<file path="src/rtl/wb_arb_pkg.sv">
// Shared types for the Wishbone master arbiter.
// State encoding, index width and pointer wrap helper.
package wb_arb_pkg;

    localparam int MAX_M = 8;
    localparam int IDX_W = 3;

    typedef enum logic [1:0] {
        IDLE  = 2'd0,
        BUSY  = 2'd1,
        ABORT = 2'd2
    } state_e;

    function automatic logic [IDX_W-1:0] wrap_inc(
        input logic [IDX_W-1:0] i,
        input int               n
    );
        return (int'(i) >= n - 1) ? '0 : i + 1'b1;
    endfunction

endpackage

</file>
<file path="src/rtl/wb_master_arbiter_rr_pick.sv">
// Circular priority encoder: first request at or after ptr.
// Combinational; ptr is assumed to be below N.
module rr_pick
    import wb_arb_pkg::*;
#(
    parameter int N = 3
) (
    input  logic [N-1:0]     req_i,
    input  logic [IDX_W-1:0] ptr_i,
    output logic [N-1:0]     gnt_o,
    output logic [IDX_W-1:0] idx_o,
    output logic             valid_o
);

    int k;

    always_comb begin
        gnt_o   = '0;
        idx_o   = '0;
        valid_o = 1'b0;
        k       = 0;
        for (int i = 0; i < N; i++) begin
            k = int'(ptr_i) + i;
            if (k >= N) k = k - N;
            if (!valid_o && req_i[k]) begin
                valid_o  = 1'b1;
                gnt_o[k] = 1'b1;
                idx_o    = IDX_W'(k);
            end
        end
    end

endmodule

</file>
<file path="src/rtl/wb_master_arbiter.sv">
// Round-robin Wishbone master arbiter with bus watchdog.
// Grant is held for a whole cyc; stalled strobes abort with err.
module wb_master_arbiter
    import wb_arb_pkg::*;
#(
    parameter int NUM_M   = 3,
    parameter int ADR_W   = 32,
    parameter int DAT_W   = 32,
    parameter int TIMEOUT = 255
) (
    input  logic               clk,
    input  logic               rst,
    input  logic [NUM_M-1:0]       m_cyc_i,
    input  logic [NUM_M-1:0]       m_stb_i,
    input  logic [NUM_M-1:0]       m_we_i,
    input  logic [NUM_M*ADR_W-1:0] m_adr_i,
    input  logic [NUM_M*DAT_W-1:0] m_dat_i,
    input  logic [NUM_M*4-1:0]     m_sel_i,
    output logic [DAT_W-1:0]       m_dat_o,
    output logic [NUM_M-1:0]       m_ack_o,
    output logic [NUM_M-1:0]       m_err_o,
    output logic               s_cyc_o,
    output logic               s_stb_o,
    output logic               s_we_o,
    output logic [ADR_W-1:0]   s_adr_o,
    output logic [DAT_W-1:0]   s_dat_o,
    output logic [3:0]         s_sel_o,
    input  logic [DAT_W-1:0]   s_dat_i,
    input  logic               s_ack_i,
    output logic [NUM_M-1:0]   grant_o,
    output logic               tmo_irq_o,
    output logic [2:0]         tmo_mst_o
);

    localparam int CNT_W = (TIMEOUT > 0) ? $clog2(TIMEOUT + 1) : 1;

    state_e           state_q;
    logic [NUM_M-1:0] grant_q;
    logic [NUM_M-1:0] err_q;
    logic [IDX_W-1:0] gidx_q;
    logic [IDX_W-1:0] ptr_q;
    logic [IDX_W-1:0] tmo_mst_q;
    logic             irq_q;
    logic [CNT_W-1:0] cnt_q;

    logic [NUM_M-1:0] pick_gnt;
    logic [IDX_W-1:0] pick_idx;
    logic             pick_vld;
    logic             busy;
    logic             stall;
    logic             expire;

    rr_pick #(.N(NUM_M)) u_pick (
        .req_i   (m_cyc_i),
        .ptr_i   (ptr_q),
        .gnt_o   (pick_gnt),
        .idx_o   (pick_idx),
        .valid_o (pick_vld)
    );

    assign busy = (state_q == BUSY);

    // One-hot AND-OR mux keeps the slave side at zero outside BUSY.
    always_comb begin
        s_cyc_o = 1'b0;
        s_stb_o = 1'b0;
        s_we_o  = 1'b0;
        s_adr_o = '0;
        s_dat_o = '0;
        s_sel_o = '0;
        if (busy) begin
            s_cyc_o = |(m_cyc_i & grant_q);
            s_stb_o = |(m_stb_i & grant_q);
            s_we_o  = |(m_we_i & grant_q);
            for (int k = 0; k < NUM_M; k++) begin
                if (grant_q[k]) begin
                    s_adr_o = s_adr_o | m_adr_i[k*ADR_W +: ADR_W];
                    s_dat_o = s_dat_o | m_dat_i[k*DAT_W +: DAT_W];
                    s_sel_o = s_sel_o | m_sel_i[k*4 +: 4];
                end
            end
        end
    end

    assign stall  = busy && s_stb_o && !s_ack_i;
    assign expire = (TIMEOUT != 0) && stall
                    && (cnt_q == CNT_W'(TIMEOUT - 1));

    assign m_ack_o   = busy ? (grant_q & {NUM_M{s_ack_i}}) : '0;
    assign m_dat_o   = s_dat_i;
    assign m_err_o   = err_q;
    assign grant_o   = grant_q;
    assign tmo_irq_o = irq_q;
    assign tmo_mst_o = tmo_mst_q;

    always_ff @(posedge clk or negedge rst) begin
        if (!rst) begin
            state_q   <= IDLE;
            grant_q   <= '0;
            err_q     <= '0;
            gidx_q    <= '0;
            ptr_q     <= '0;
            tmo_mst_q <= '0;
            irq_q     <= 1'b0;
            cnt_q     <= '0;
        end else begin
            err_q <= '0;
            irq_q <= 1'b0;
            if (stall && TIMEOUT != 0) cnt_q <= cnt_q + 1'b1;
            else                       cnt_q <= '0;
            unique case (state_q)
                IDLE: begin
                    if (pick_vld) begin
                        state_q <= BUSY;
                        grant_q <= pick_gnt;
                        gidx_q  <= pick_idx;
                    end
                end
                BUSY: begin
                    if (expire) begin
                        state_q   <= ABORT;
                        err_q     <= grant_q;
                        irq_q     <= 1'b1;
                        tmo_mst_q <= gidx_q;
                    end else if (!s_cyc_o) begin
                        state_q <= IDLE;
                        grant_q <= '0;
                        ptr_q   <= wrap_inc(gidx_q, NUM_M);
                    end
                end
                ABORT: begin
                    state_q <= IDLE;
                    grant_q <= '0;
                    ptr_q   <= wrap_inc(gidx_q, NUM_M);
                end
                default: begin
                    state_q <= IDLE;
                    grant_q <= '0;
                end
            endcase
        end
    end

endmodule

</file>
<file path="config.mk">
export PLATFORM = sky130hd
export DESIGN_NAME = wb_master_arbiter
export DESIGN_NICKNAME = d
export VERILOG_FILES = /design/src/rtl/wb_arb_pkg.sv /design/src/rtl/wb_master_arbiter_rr_pick.sv /design/src/rtl/wb_master_arbiter.sv
export SDC_FILE = /design/constraint.sdc
export NUM_CORES = 1
export LEC_CHECK = 0
export ABC_AREA = 1
export BUFFER_PORTS_ARGS = -buffer_cell sky130_fd_sc_hd__buf_2
export CAP_MARGIN = 0
export CORE_AREA = 2 2 141 143
export DETAILED_ROUTE_END_ITERATION = 8
export DIE_AREA = 0 0 143 145
export SETUP_SLACK_MARGIN = 0.4
export SYNTH_ARGS = -nofsm -noshare
export SYNTH_HDL_FRONTEND = slang
export SYNTH_SLANG_ARGS = --single-unit
</file>
<file path="constraint.sdc">
create_clock -name clk -period 2.6 [get_ports clk]
set_input_delay 0.39 -clock clk [delete_from_list [all_inputs] [get_ports clk]]
set_output_delay 0.39 -clock clk [all_outputs]
set_load 0.01 [all_outputs]
</file>
* Yosys cells after proc, flatten, opt, wreduce, memory -nomap -nowiden
Cells that the tools add are included.
** Word-level totals
- Output and inout bits :: 116
- Word-level logic and storage cells :: 131
- Register bits :: 26
- Input bits :: 248
** Operators by class
- $add $sub $neg :: 7
- Bitwise logic cells :: 12
- Multiplexer cells :: 66
- Equal/unequal tests :: 7
- Reductions and logical operators :: 21
- $lt $le $gt $ge :: 10
** Operators with widths (count)
- 32-bit 2-to-1 mux :: 15
- 32-bit bitwise OR :: 4
- 32-bit by 1-bit greater-or-equal comparator with 1-bit output, second input constant :: 3
- 32-bit by 4-bit less-than comparator with 1-bit output, second input constant :: 3
- 32-bit by 3-bit greater-or-equal comparator with 1-bit output, second input constant :: 2
- 32-bit by 3-bit subtractor with 32-bit output, second input constant :: 2
- 3-bit 2-to-1 mux :: 15
- 4-bit 2-to-1 mux :: 6
- 1-bit 2-to-1 mux :: 17
- 3-bit bitwise AND :: 4
- 3-bit case mux with 2 select lines :: 2
- 3-bit OR reduction :: 3
- 8-bit by 1-bit adder with 8-bit output, second input constant :: 1
- 8-bit == test, second input constant :: 1
- 1-bit logical AND :: 8
- 8-bit 2-to-1 mux :: 1
- 4-bit bitwise OR :: 2
- 1-bit binary-select mux with 2-bit select :: 3
- 1-bit demux with 2-bit select :: 3
- 3-bit by 2-bit greater-or-equal comparator with 1-bit output, second input constant :: 2
- 2-bit 2-to-1 mux :: 3
- 2-bit != test, second input constant :: 3
- 3-bit bitwise OR :: 2
- 2-bit AND reduction :: 3
- 12 further kinds :: 15

* Longest topological paths before layout
- Depth in word-level cells :: 14
- Mapped depth :: 17
- Gate-level depth less buffers :: 17

* Modules after synthesis
Synthesis repeated with hierarchy kept, for this count alone.
** Unflattened totals
- Cell total of the unflattened synthesis :: 754
- Area, all modules :: 3986.3 um^2
** Modules (own cells, without submodules)
- wb_master_arbiter :: area each 3239.4 um^2, cells an instance 621, seq. area each 650.6 um^2, times used 1
- rr_pick :: area each 747.0 um^2, cells an instance 133, seq. area each 0.0 um^2, times used 1

* Worst setup path after synthesis
No wires, ideal clock.
- Kind :: register to register
- Start :: reg ptr_q[1]
- End :: reg grant_q[1], in the netlist grant_o[1]
- Cell stages (with the launch flop) :: 14
- Slack :: 0.277 ns
- Data required time :: 2.535 ns
- Arrival :: 2.257 ns
- Setup time :: 0.065 ns
- Path through :: dfrtp_1 inv_1 ha_1 a21oi_1 ha_1 nor2_1 a2111oi_0 ha_1 inv_1 nor3_1 nand4_1 nand2_1 nand2_1 nand2_1
** On the way
- Longest elaborated chain between the ends :: 14
- Elaborated cells on any way between the ends :: 51
- Classes of those cells :: add/sub: 5; order compare: 9; eq/ne: 1; mux: 26; bitwise: 2; reduce/logical: 8
** RTL lines
- start: declaration :: line wb_master_arbiter.sv:41 : logic [IDX_W-1:0] ptr_q;
- start signal: assignment :: line wb_master_arbiter.sv:128 : ptr_q <= wrap_inc(gidx_q, NUM_M);
- start signal: assignment :: line wb_master_arbiter.sv:134 : ptr_q <= wrap_inc(gidx_q, NUM_M);
- parallel branches: the longest is 14 deep, another holds 32-bit by 3-bit subtractor with 32-bit output
- end signal: assignment :: line wb_master_arbiter.sv:115 : grant_q <= pick_gnt;
- end: declaration :: line wb_master_arbiter.sv:38 : logic [NUM_M-1:0] grant_q;
Several ways; the timed one is not identified. The select of a mux whose other input is x is not followed.
A chain may end at the register's enable or synchronous reset.

* Worst setup path in the final report
Same ends and word-level chain as after synthesis.

==> flow_metrics.tcl <==
set metrics [dict create \
    syn_area_per_cell_um2 5.262 \
    seq_area_frac_synth_pct 15.98 \
    grt_max_degree 69 \
    worstSetupPathDepth 14 \
    ctsHoldBuffers 0 \
    reg2reg_setup_slack_ps 330 \
    slowest_delay_ps 400 \
    die-area_um2 20740 \
    synth_edf_count 0 \
    drt.antenna.violating_nets 0 \
    fmax_mhz 441.0 \
    power_per_cell_area_nw_per_um2 965.8 \
    worst_slack_ps 332.3 \
    final.setup.tns_ps 0 \
    start_util_pct 21.20 \
    yosysWarnings 0 \
    cts.sinks 26 \
    diodes 0 \
    synth.distinct_cells 33 \
    num_rows 51 \
    overflow 0 \
    io_buffers 299 \
    syn_area_um2 4073 \
    drive_gt1_share_pct 37.36 \
    fin_crit_sh_pct 87.22 \
    start_kind "register" \
    track_usage_pct 16.08 \
    drt_wl_total_mm 18.51 \
    die_h_um 145 \
    tightest_slew_ps 602.3 \
    mostFrequentLayoutCell "nand2_1" \
    cts.clk_slew.worst_paths_ps 70 \
    clk_latency_ps 260 \
    ys_seq_elements 26 \
    clk_root_buffer_cell "clkbuf_16" \
    critical_path_class "register to register" \
    grt_pass1_wl_mm 26.90 \
    post-route-min-period_ps 2268 \
    irDropWorstVdd_mv 0.5946 \
    worstPathCellList "buf_4, ha_4, inv_1, ha_2, nand2_2, o31ai_4, a2111oi_4, ha_2, inv_2, nor3_2, nand4_1, nand2_1, nand2_1, nand2_1" \
    most-common-layout-cells "377 x nand2_1, 299 x buf_2, 99 x inv_1" \
    via_count 5524 \
    hpwlAfterDp_mm 14.65 \
    rsz0062_at_grt "yes" \
    cts-htree-levels 1 \
    antenna_found_initial 0 \
    dieWidth_um 143 \
    p_leak_nw 3.896 \
    area_growth_pct 48.42 \
    path_common_cell "nand2_1" \
    core_area_um2 19210 \
    numCtsBuffers 3 \
    syn_nets 1037 \
    slew_headroom_pct 59.85 \
    finalMaxSlewViolations 0 \
    r2r_cells 14 \
    final_net_count 1300 \
    hold_viol 0 \
    setup_viol 0 \
    finish.utilization_pct 31.47 \
    drt-initial-drc-count 208 \
    cp_num_buf_inv 3 \
    max_cap_viol_count 0 \
    cts.path.max_buffers 2 \
    synth-async-reset-ratio_pct 100.0 \
    cp.arrival_ps 2460 \
    place_congestion 0.8968 \
    vias_per_cell 4.246 \
    reg2reg_to "grant_o[1]$_DFFE_PN0P_" \
    end_kind "register" \
    pin_count 364 \
    cp_max_fo 3 \
    crit_required_ps 2800 \
    slowest_stage "dfrtp_2" \
    first_pass_iters 4 \
    finClkSkew_ps 2.728 \
    cts_tree "yes" \
    hold_path_class "input pin to asynchronous set/reset pin" \
    drc_errors 0 \
    grt_pass1_vias 5048 \
    status "finished clean" \
    synth_cells 774 \
    synth_ff_type "dfrtp_1" \
    path_delay_family "adder cells" \
    dpl_worst_slack_ps 181.7 \
    wl_per_cell_um 14.22 \
    crit-reg2reg-launch "ptr_q[1]$_DFFE_PN0P_" \
]
through the flow:
stage / cell area, um^2 / std cells / total power [mW] / hold slack, ps
global route: 6045 / 1301 / 6.461 / 180.3
CTS: 5938 / 1297 / 5.562 / 147.9
detailed placement: 5673 / 1283 / 4.774 / 433.5
floorplan: 4095 / 774 / 3.489 / 94.41
global placement: 5673 / 1283 / 4.754 / 428.0
finish: 6045 / 1301 / 5.838 / 128.8
how the worst max path moves through the flow:
stage                              start                     end  slack [ps]
finish              ptr_q[1]$_DFFE_PN0P_  grant_o[1]$_DFFE_PN0P_         330
detailed placement  ptr_q[2]$_DFFE_PN0P_  grant_o[1]$_DFFE_PN0P_         180
CTS                 ptr_q[1]$_DFFE_PN0P_  grant_o[1]$_DFFE_PN0P_         360
global route        ptr_q[2]$_DFFE_PN0P_  grant_o[1]$_DFFE_PN0P_         160
global placement    ptr_q[0]$_DFFE_PN0P_  grant_o[0]$_DFFE_PN0P_         240
floorplan           ptr_q[1]$_DFFE_PN0P_  grant_o[1]$_DFFE_PN0P_         420
state kept, by name, summed over array words and instances, names as in the netlist:
signal	flops
state_q	2
gidx_q	3
tmo_irq_o	1
grant_o	3
ptr_q	3
m_err_o	3
cnt_q	8
tmo_mst_o	3
where the power goes:
part           total (mW)  leakage (nW)  switching (mW)  internal, mW
Clock               0.458        0.0511           0.151         0.307
Sequential          0.570         0.347          0.0932         0.477
Combinational        4.81          3.50            3.03          1.78
cells by family after synthesis:
family                     synth area share (%)
DFF                                       15.98
adders and majority gates                 4.608
buffers and inverters                     19.57
xor gates and xnor gates                 0.6453
AOI/OAI and AO/OA                         2.581
and+or+nand+nor                           56.62
cell usage after synthesis, types with 7 or more instances:
cell / n / area share [%]
buf_4: 32 / 5.9
clkbuf_1: 23 / 2.1
dfrtp_1: 26 / 16
ha_1: 15 / 4.6
inv_1: 103 / 9.5
inv_2: 7 / 0.65
nand2_1: 380 / 35
nand2_2: 10 / 1.5
nand3_1: 87 / 11
nand4_1: 9 / 1.4
nor2_1: 25 / 2.3
nor3_1: 7 / 0.86
final cells by class:
type | instances | area (um^2)
clock inverter | 1 | 30.03
fill | 2176 | 13160
sequential | 26 | 656.9
timing repair buffer | 323 | 1744
multi-input combinational | 573 | 2791
inverter | 110 | 415.4
tap | 265 | 331.6
clock buffer | 3 | 75.07
layer usage:
| layer | share of wire, % | track usage [%] | wire length (um) |
|---|---|---|---|
| met1 | 45 | 21.77 | 8321 |
| met3 | 8.3 | 2.805 | 1537 |
| met5 | 0 | 0 | 0 |
| met2 | 46 | 27.54 | 8557 |
| met4 | 0.49 | 1.535 | 90 |
what timing repair did:
| item | CTS | global route |
|---|---|---|
| pin swaps | 7 | 12 |
| cloned | 0 | 1 |
| gates resized for setup | 19 | 13 |
| buffers inserted | 10 | 3 |
| endpoints found under the setup margin | 7 | 9 |
(Power assumes the default switching activity.)
